`config.mk`:
```
export PLATFORM = sky130hd
export DESIGN_NAME = enemy_array_datapath
export DESIGN_NICKNAME = d
export VERILOG_FILES = /design/src/rtl/enemy_array_datapath.sv
export SDC_FILE = /design/constraint.sdc
export NUM_CORES = 1
export LEC_CHECK = 0
export ABC_CLOCK_PERIOD_IN_PS = 11100
export BUFFER_PORTS_ARGS = -buffer_cell sky130_fd_sc_hd__buf_2
export CAP_MARGIN = 20
export CORE_AREA = 2 2 135 137
export DETAILED_ROUTE_END_ITERATION = 12
export DIE_AREA = 0 0 137 139
export RECOVER_POWER = 100
export SYNTH_ARGS = -nofsm -noshare
export SYNTH_HDL_FRONTEND = slang
export SYNTH_SLANG_ARGS = --single-unit
```
`constraint.sdc`:
```
create_clock -name clk -period 11.1 [get_ports clk]
set_clock_uncertainty 0.2 [all_clocks]
set_input_delay 1.665 -clock clk [delete_from_list [all_inputs] [get_ports clk]]
set_output_delay 1.665 -clock clk [all_outputs]
set_load 0.01 [all_outputs]
```
`src/rtl/enemy_array_datapath.sv`:
```
// enemy_array_datapath: fixed pool of falling enemy slots with spawn, tick-driven descent, hits and miss counting
// Ports: clk/resetn (sync active-low); spawnReq/spawnX/spawnSpeed/spawnColour -> spawnAck, full;
//        tick/score drive descent; hitValid/hitIndex kill a slot; per-slot enemyX/enemyY/colourOut/active/
//        bottomReached packed as slot i at [i*W +: W]; missCount counts enemies that reached the bottom.
module enemy_array_datapath #(
    parameter int NUM_ENEMIES = 4,
    parameter int SCREEN_H = 120,
    parameter int ENEMY_H = 9,
    parameter int MAX_SPEED = 8
) (
    input  logic                     clk,
    input  logic                     resetn,
    input  logic                     spawnReq,
    input  logic [7:0]               spawnX,
    input  logic [3:0]               spawnSpeed,
    input  logic [2:0]               spawnColour,
    output logic                     spawnAck,
    output logic                     full,
    input  logic                     tick,
    input  logic [7:0]               score,
    input  logic                     hitValid,
    input  logic [3:0]               hitIndex,
    output logic [8*NUM_ENEMIES-1:0] enemyX,
    output logic [7*NUM_ENEMIES-1:0] enemyY,
    output logic [3*NUM_ENEMIES-1:0] colourOut,
    output logic [NUM_ENEMIES-1:0]   active,
    output logic [NUM_ENEMIES-1:0]   bottomReached,
    output logic [7:0]               missCount
);
    logic [7:0]             r_x   [NUM_ENEMIES];
    logic [6:0]             r_y   [NUM_ENEMIES];
    logic [3:0]             r_spd [NUM_ENEMIES];
    logic [2:0]             r_col [NUM_ENEMIES];
    logic [NUM_ENEMIES-1:0] r_act;
    logic [2:0]             w_tier;
    logic [2:0]             w_bonus;
    logic [4:0]             w_sum;
    logic [4:0]             w_eff  [NUM_ENEMIES];
    logic [9:0]             w_next [NUM_ENEMIES];
    logic [NUM_ENEMIES-1:0] w_hit;
    logic [NUM_ENEMIES-1:0] w_bot;
    logic [NUM_ENEMIES-1:0] w_act_n;
    logic [3:0]             w_sel;
    logic                   w_spawn;
    logic [4:0]             w_miss_add;
    logic [8:0]             w_miss_sum;

    assign w_tier = score >= 8'd100 ? 3'd4 : score >= 8'd50 ? 3'd3 :
                    score >= 8'd30 ? 3'd2 : score >= 8'd10 ? 3'd1 : 3'd0;

    // Spawn eligibility uses the registered active bits, so a slot freed this cycle waits a cycle.
    always_comb begin
        w_sel = '0;
        w_bonus = '0;
        w_sum = '0;
        w_hit = '0;
        w_bot = '0;
        w_miss_add = '0;
        w_act_n = r_act;
        w_spawn = spawnReq && !(&r_act);
        for (int i = NUM_ENEMIES - 1; i >= 0; i--)
            if (!r_act[i]) w_sel = 4'(i);
        for (int i = 0; i < NUM_ENEMIES; i++) begin
            w_hit[i] = hitValid && hitIndex == 4'(i) && r_act[i];
            // Fast base speeds only get half the tier bonus, rounded up.
            w_bonus = r_spd[i] >= 4'd3 ? (w_tier + 3'd1) >> 1 : w_tier;
            w_sum = 5'(r_spd[i]) + 5'(w_bonus);
            w_eff[i] = w_sum > 5'(MAX_SPEED) ? 5'(MAX_SPEED) : w_sum;
            w_next[i] = 10'(r_y[i]) + 10'(w_eff[i]);
            w_bot[i] = tick && r_act[i] && !w_hit[i] && (w_next[i] + 10'(ENEMY_H) >= 10'(SCREEN_H));
            w_miss_add = w_miss_add + 5'(w_bot[i]);
            if (w_hit[i] || w_bot[i]) w_act_n[i] = 1'b0;
            if (w_spawn && w_sel == 4'(i)) w_act_n[i] = 1'b1;
        end
        w_miss_sum = 9'(missCount) + 9'(w_miss_add);
    end

    always_ff @(posedge clk) begin
        if (!resetn) begin
            r_act <= '0;
            spawnAck <= 1'b0;
            full <= 1'b0;
            bottomReached <= '0;
            missCount <= '0;
            for (int i = 0; i < NUM_ENEMIES; i++) begin
                r_x[i] <= '0;
                r_y[i] <= '0;
                r_spd[i] <= '0;
                r_col[i] <= '0;
            end
        end else begin
            r_act <= w_act_n;
            spawnAck <= w_spawn;
            full <= &w_act_n;
            bottomReached <= w_bot;
            missCount <= w_miss_sum > 9'd255 ? 8'd255 : w_miss_sum[7:0];
            for (int i = 0; i < NUM_ENEMIES; i++) begin
                if (w_spawn && w_sel == 4'(i)) begin
                    r_x[i] <= spawnX;
                    r_y[i] <= '0;
                    r_spd[i] <= spawnSpeed;
                    r_col[i] <= spawnColour;
                end else if (w_hit[i] || w_bot[i]) begin
                    r_y[i] <= '0;
                end else if (tick && r_act[i]) begin
                    r_y[i] <= w_next[i][6:0];
                end
            end
        end
    end

    assign active = r_act;
    for (genvar g = 0; g < NUM_ENEMIES; g++) begin : g_out
        assign enemyX[g*8 +: 8] = r_x[g];
        assign enemyY[g*7 +: 7] = r_y[g];
        assign colourOut[g*3 +: 3] = r_act[g] ? r_col[g] : 3'b000;
    end
endmodule

```
==> results of run 1 <==
## worst max-delay path, delay by kind of cell
kind | cells | cell delay, ns
adder cells (fa/ha/maj) | 7 | 2.34
AO/OA/AOI/OAI | 8 | 2.26
AND/OR/NAND/NOR | 8 | 1.39
multiplexers | 3 | 0.46
buffers and inverters | 4 | 0.30
XOR/XNOR | 1 | 0.16
## cell type report
cell class / count / area (µm²)
clock inverter: 6 / 55.1
tap: 229 / 287
inverter: 28 / 105
sequential: 106 / 3000
fill: 1800 / 10600
multi-input combinational: 408 / 2850
timing repair buffer: 123 / 519
clock buffer: 10 / 229
## synth_stat cells, types with 8 or more instances
library cell | n | area (µm²)
edfxtp_1 | 88 | 2640
and2_1 | 54 | 338
nor2_1 | 46 | 173
and3_1 | 33 | 206
ha_1 | 33 | 413
nand2_1 | 30 | 113
a21oi_1 | 28 | 140
inv_1 | 27 | 101
dfxtp_1 | 18 | 360
nand3_1 | 16 | 80.1
nor2b_1 | 15 | 93.8
xnor2_1 | 15 | 131
clkbuf_1 | 12 | 45.0
fa_1 | 11 | 220
mux2i_1 | 11 | 110
o21ai_0 | 10 | 50.1
xor2_1 | 10 | 87.6
a21o_1 | 8 | 60.1
## registers in the layout, summed over array words and instances, names as in the netlist
| register | flops |
|---|---|
| active | 4 |
| bottomReached | 4 |
| full | 1 |
| missCount | 8 |
| r_col | 12 |
| r_spd | 16 |
| r_x | 32 |
| r_y | 28 |
| spawnAck | 1 |
## layer usage
layer,routed length (µm),track usage
met5,0,0
met4,219,0.0499
met3,1340,0.0592
met2,7340,0.268
met1,6370,0.200
## logic make-up after synthesis
group | Yosys count | share of synthesized area
flops | 106 | 0.498
fa+ha+maj | 44 | 0.105
simple gates | 234 | 0.213
xor+xnor | 25 | 0.0363
mux | 12 | 0.0206
buf+inv | 44 | 0.0278
other cells | 1 | 0.000622
compound gates | 89 | 0.0980
## through the flow
| stage | setup WS [ns] | power [mW] | utilization |
|---|---|---|---|
| after floorplan | 3.54 | 0.607 | - |
| after global placement | 2.55 | 0.662 | 0.390 |
| after detailed placement | 2.33 | 0.672 | 0.390 |
| after CTS | 2.67 | 0.984 | 0.406 |
| after global routing | 1.93 | 1.02 | 0.399 |
| final | 2.56 | 0.968 | 0.399 |
## report_power, final
group / internal (mW) / total, mW / switching [mW]
sequential: 0.455 / 0.472 / 0.0174
combinational: 0.0691 / 0.184 / 0.115
clock: 0.157 / 0.312 / 0.154
## worst min path at each step
stage	start	endpoint
2_1_floorplan	missCount[6]$_SDFF_PN0_	missCount[6]$_SDFF_PN0_
3_3_place_gp	missCount[6]$_SDFF_PN0_	missCount[6]$_SDFF_PN0_
3_5_place_dp	missCount[6]$_SDFF_PN0_	missCount[6]$_SDFF_PN0_
4_1_cts	missCount[6]$_SDFF_PN0_	missCount[6]$_SDFF_PN0_
5_1_grt	missCount[6]$_SDFF_PN0_	missCount[6]$_SDFF_PN0_
6_report	missCount[6]$_SDFF_PN0_	missCount[6]$_SDFF_PN0_
==> flow_summary.ini, run 1 <==
[status]
outcome = finished, violations left
violations = max-capacitance violations, max-slew violations

[timing]
hold_viol_final = 0
slew-limit-headroom = -0.863
fin_setup_tns_ns = 0
period_minus_slack_ns = 8.54
final-setup-viol-count = 0
rsz0062_at_grt = false
slew_violations = 17
worst_pin_slew_ns = 2.77
hold-worst-slack_ns = 0.394
fin_crit_sh = 0.769
timing.fmax_mhz = 117

[clocking]
cts.sinks = 106
cts-root-buf = clkbuf_16
post_cts_buffers = 0
cts_tree = built
cts_resized = 0
numCtsBuffers = 9
clock_latency_ns = 0.36
h-tree-depth = 3
ctsHoldBuffers = 0
clk_pin_slew_worst_paths_ns = 0.07
clockBufferDepth = 2

[setup_path]
r2r-end = missCount[4]$_SDFF_PN0_
path_class = primary input to register
slowest_delay_ns = 0.52
end_kind = register
start_kind = primary input
reg2regPathDepth = 28
slowest_stage = a31oi_1
arrival_ns = 8.62
path_common_cell = fa_1
crit_required_ns = 11.18
r2r-start = r_spd[0][1]$_SDFFCE_PN0P_
crit_fanout = 6
r2r_setup_slack_ns = 4.29
crit_end = missCount[4]$_SDFF_PN0_
crit_start = score[3]

[job]
maxCapViolCount = 1

[cells_and_area]
layout_common_cells = 88 x edfxtp_1, 85 x clkbuf_1, 46 x nor2_1
fin_area_mm2 = 0.00705
diodes = 0
drive_gt1_frac = 0.0896
final_cells = 910
area_growth_pct = 17.0
final_common_cell = edfxtp_1
nNetsFinal = 752

[yosys]
yosysSeqAreaShare = 0.498
synth_cell_type_count = 60
ys.flop_type = edfxtp_1
syn_area_mm2 = 0.00602
async_flop_share = 0
synth_edf_count = 88
yosysWarningCount = 0
avgSynthCellArea_um2 = 10.9
synth_cells = 555
ys_seq_elements = 106

[place]
place_area_mm2 = 0.00688
dp_cells = 893
gp_congestion = 0.857
place_hpwl_um = 11700
port_buffers = 120

[min_path]
hold-path-cell-count = 2
hold_class = register to register

[pwr]
peakVddDrop_uv = 98.4
leakage_nw = 2.90
powerDensity_mw_per_mm2 = 137

[routing]
drt-total-wl_um = 15300
vias = 4646
drtAntennaViolNets = 0
remaining_drc_errors = 0
drtIter0Drc = 245
first_pass_iters = 5
via_per_inst = 5.11
wire_per_inst_um = 16.8

[global_route]
antenna_found_initial = 0
grt_usage = 0.164
grt-ovfl-total = 0
grt_max_degree = 40
grt_pass1_wl_um = 24300
grt_pass1_vias = 4831

[floorplan]
core_mm2 = 0.0177
fp-row-count = 49
initial_utilization = 0.341
top_level_ports = 122
die_h_um = 139
die_area_mm2 = 0.0190
die_w_um = 137
(Power assumes the default switching activity.)
==> run 2: changes to the inputs <==
--- a/config.mk
+++ b/config.mk
@@ -5,7 +5,7 @@
 export SDC_FILE = /design/constraint.sdc
 export NUM_CORES = 1
 export LEC_CHECK = 0
-export ABC_CLOCK_PERIOD_IN_PS = 11100
+export ABC_CLOCK_PERIOD_IN_PS = 8700
 export BUFFER_PORTS_ARGS = -buffer_cell sky130_fd_sc_hd__buf_2
 export CAP_MARGIN = 20
 export CORE_AREA = 2 2 135 137
==> constraint.sdc (replaced) <==
create_clock -name clk -period 8.7 [get_ports clk]
set_clock_uncertainty 0.2 [all_clocks]
set_input_delay 1.305 -clock clk [delete_from_list [all_inputs] [get_ports clk]]
set_output_delay 1.305 -clock clk [all_outputs]
set_load 0.01 [all_outputs]
==> run 2 against run 1 <==
The flow still finishes with violations (max-capacitance violations, max-slew violations). Register-to-register slack got worse by 2.4 ns. First-iteration DRC count rose by 5.7%. Clock-buffer cell count decreased by 1. Non-clock buffer count grew 4. Design area up 0.55%. Die area stayed put. Largest cell class unchanged. Highest routed layer unchanged.
==> flow_summary.ini, run 2 (synthesized netlist as in run 1, its figures left out) <==
[status]
outcome = finished, violations left
violations = max-capacitance violations, max-slew violations

[min_path]
hold-path-cell-count = 2
hold-path-endpoint = missCount[6]$_SDFF_PN0_
hp-start = missCount[6]$_SDFF_PN0_
hold_class = register to register

[pwr]
power.internal_mw = 0.896
p_comb_frac = 0.187
leakage_nw = 2.90
p_seq_frac = 0.477
powerDensity_mw_per_mm2 = 178
p_sw_mw = 0.366
switching_share = 0.290
peakVddDrop_uv = 128
p_clk_frac = 0.335

[floorplan]
initial_utilization = 0.341
core_mm2 = 0.0177
die_area_mm2 = 0.0190
fp-row-count = 49
die_w_um = 137
top_level_ports = 122
die_h_um = 139

[setup_path]
arrival_ns = 7.92
start_kind = primary input
slowest_delay_ns = 0.75
crit_buf_inv = 4
path_common_cell = fa_1
r2r-end = missCount[4]$_SDFF_PN0_
slowest_stage = o41ai_1
reg2regPathDepth = 28
r2r_setup_slack_ns = 1.88
crit_required_ns = 8.78
end_kind = register
cpLargestDelayFamily = adder cells
path_class = primary input to register
r2r-start = r_spd[0][0]$_SDFFCE_PN0P_
crit_fanout = 6

[clocking]
ctsHoldBuffers = 0
numCtsBuffers = 9
cts_resized = 0
cts_tree = built
clockBufferDepth = 2
clk_pin_slew_worst_paths_ns = 0.07
cts-root-buf = clkbuf_16
cts.sinks = 106
h-tree-depth = 3
clock_latency_ns = 0.36
post_cts_buffers = 0

[job]
maxCapViolCount = 2

[cells_and_area]
largest_reg_flops = 32
regMostFlops = r_x
final_cells = 913
reg_top3 = r_x (32), r_y (28), r_spd (16)
layout_common_cells = 89 x clkbuf_1, 88 x edfxtp_1, 46 x nor2_1
nNetsFinal = 756
final_common_cell = clkbuf_1
diodes = 0
area_growth_pct = 17.7
drive_gt1_frac = 0.0877

[timing]
final-setup-viol-count = 0
timing.fmax_mhz = 128
worst_pin_slew_ns = 2.78
slew-limit-headroom = -0.875
fin_crit_sh = 0.901
period_minus_slack_ns = 7.83
fin_setup_tns_ns = 0
slew_violations = 17
hold_viol_final = 0
rsz0062_at_grt = false

[global_route]
antenna_found_initial = 0
grt_pass1_vias = 4926
grt-ovfl-total = 0
met3_usage = 0.0742
use_met2 = 0.267
use_met1 = 0.194
grt_usage = 0.165
top_usage_layer = met2
grt_max_degree = 40
grt_pass1_wl_um = 24300

[routing]
first_pass_iters = 5
remaining_drc_errors = 0
via_per_inst = 5.14
drtIter0Drc = 259
drtAntennaViolNets = 0
drt-total-wl_um = 15300
wire_per_inst_um = 16.7
vias = 4690

[place]
place_hpwl_um = 11700
port_buffers = 120
gp_congestion = 0.852
dp_cells = 897
==> run 2: cell count changes in the layout (fill, tap and decap cells not counted), moves of 2 or more <==
cell	before	now
buf_4	1	5
buf_2	37	32
clkinvlp_4	0	2
and2_1	18	16
clkbuf_1	85	89
clkinv_4	2	0
and2_0	36	38
==> run 2: worst reg2reg max path, delay by kind of cell, from the launching register on <==
kind                     cells  cell delay [ns]
adder cells (fa/ha/maj)      7             2.33
AO/OA/AOI/OAI                7             1.91
AND/OR/NAND/NOR              7             1.03
multiplexers                 3             0.51
flip-flops                   1             0.41
buffers and inverters        3             0.19
XOR/XNOR                     1             0.16
==> run 2: routing by layer <==
| metal | up-vias | wire, µm | share of wire |
|---|---|---|---|
| met1 | 2273 | 6370 | 0.42 |
| met3 | 23 | 1440 | 0.094 |
| met2 | 152 | 7210 | 0.47 |
| met5 | - | 0 | 0 |
| met4 | 0 | 270 | 0.018 |
| li1 | 2242 | - | - |
==> run 2: how the worst max path moves through the flow <==
stage / from / end / slack (ns) / cells after the start
after CTS: score[4] / missCount[4]$_SDFF_PN0_ / 0.99 / 29
after floorplan: score[3] / missCount[4]$_SDFF_PN0_ / 1.50 / 30
after detailed placement: score[4] / missCount[4]$_SDFF_PN0_ / 0.63 / 29
after global placement: score[4] / missCount[4]$_SDFF_PN0_ / 0.83 / 29
after global routing: score[4] / missCount[4]$_SDFF_PN0_ / 0.37 / 29
final: score[4] / missCount[4]$_SDFF_PN0_ / 0.87 / 29
==> run 2: power groups by stage <==
stage | logic, mW | clock network (mW) | registers, mW
global placement | 0.235 | 0 | 0.612
global route | 0.265 | 0.450 | 0.606
floorplan | 0.160 | 0 | 0.614
detailed placement | 0.245 | 0 | 0.613
finish | 0.237 | 0.423 | 0.602
CTS | 0.246 | 0.432 | 0.602
==> run 2: per-stage QoR <==
step                 util  hold slack, ns  setup WS (ns)  power (mW)  instance area (µm²)
finish              0.401           0.411          0.865        1.26                 7090
global route        0.401           0.441          0.372        1.32                 7090
CTS                 0.409           0.413          0.994        1.28                 7210
detailed placement  0.392           0.401          0.635       0.857                 6910
global placement    0.392           0.345          0.834       0.847                 6910
floorplan               -           0.367           1.50       0.775                 6040
==> run 2: final cells by class <==
cell class                      instances  area [µm²]
Clock buffer                            9         225
Fill cell                            1788       10600
Clock inverter                          6        73.8
Sequential cell                       106        3000
Multi-Input combinational cell        408        2850
Inverter                               28         105
Tap cell                              229         287
Timing Repair Buffer                  127         543
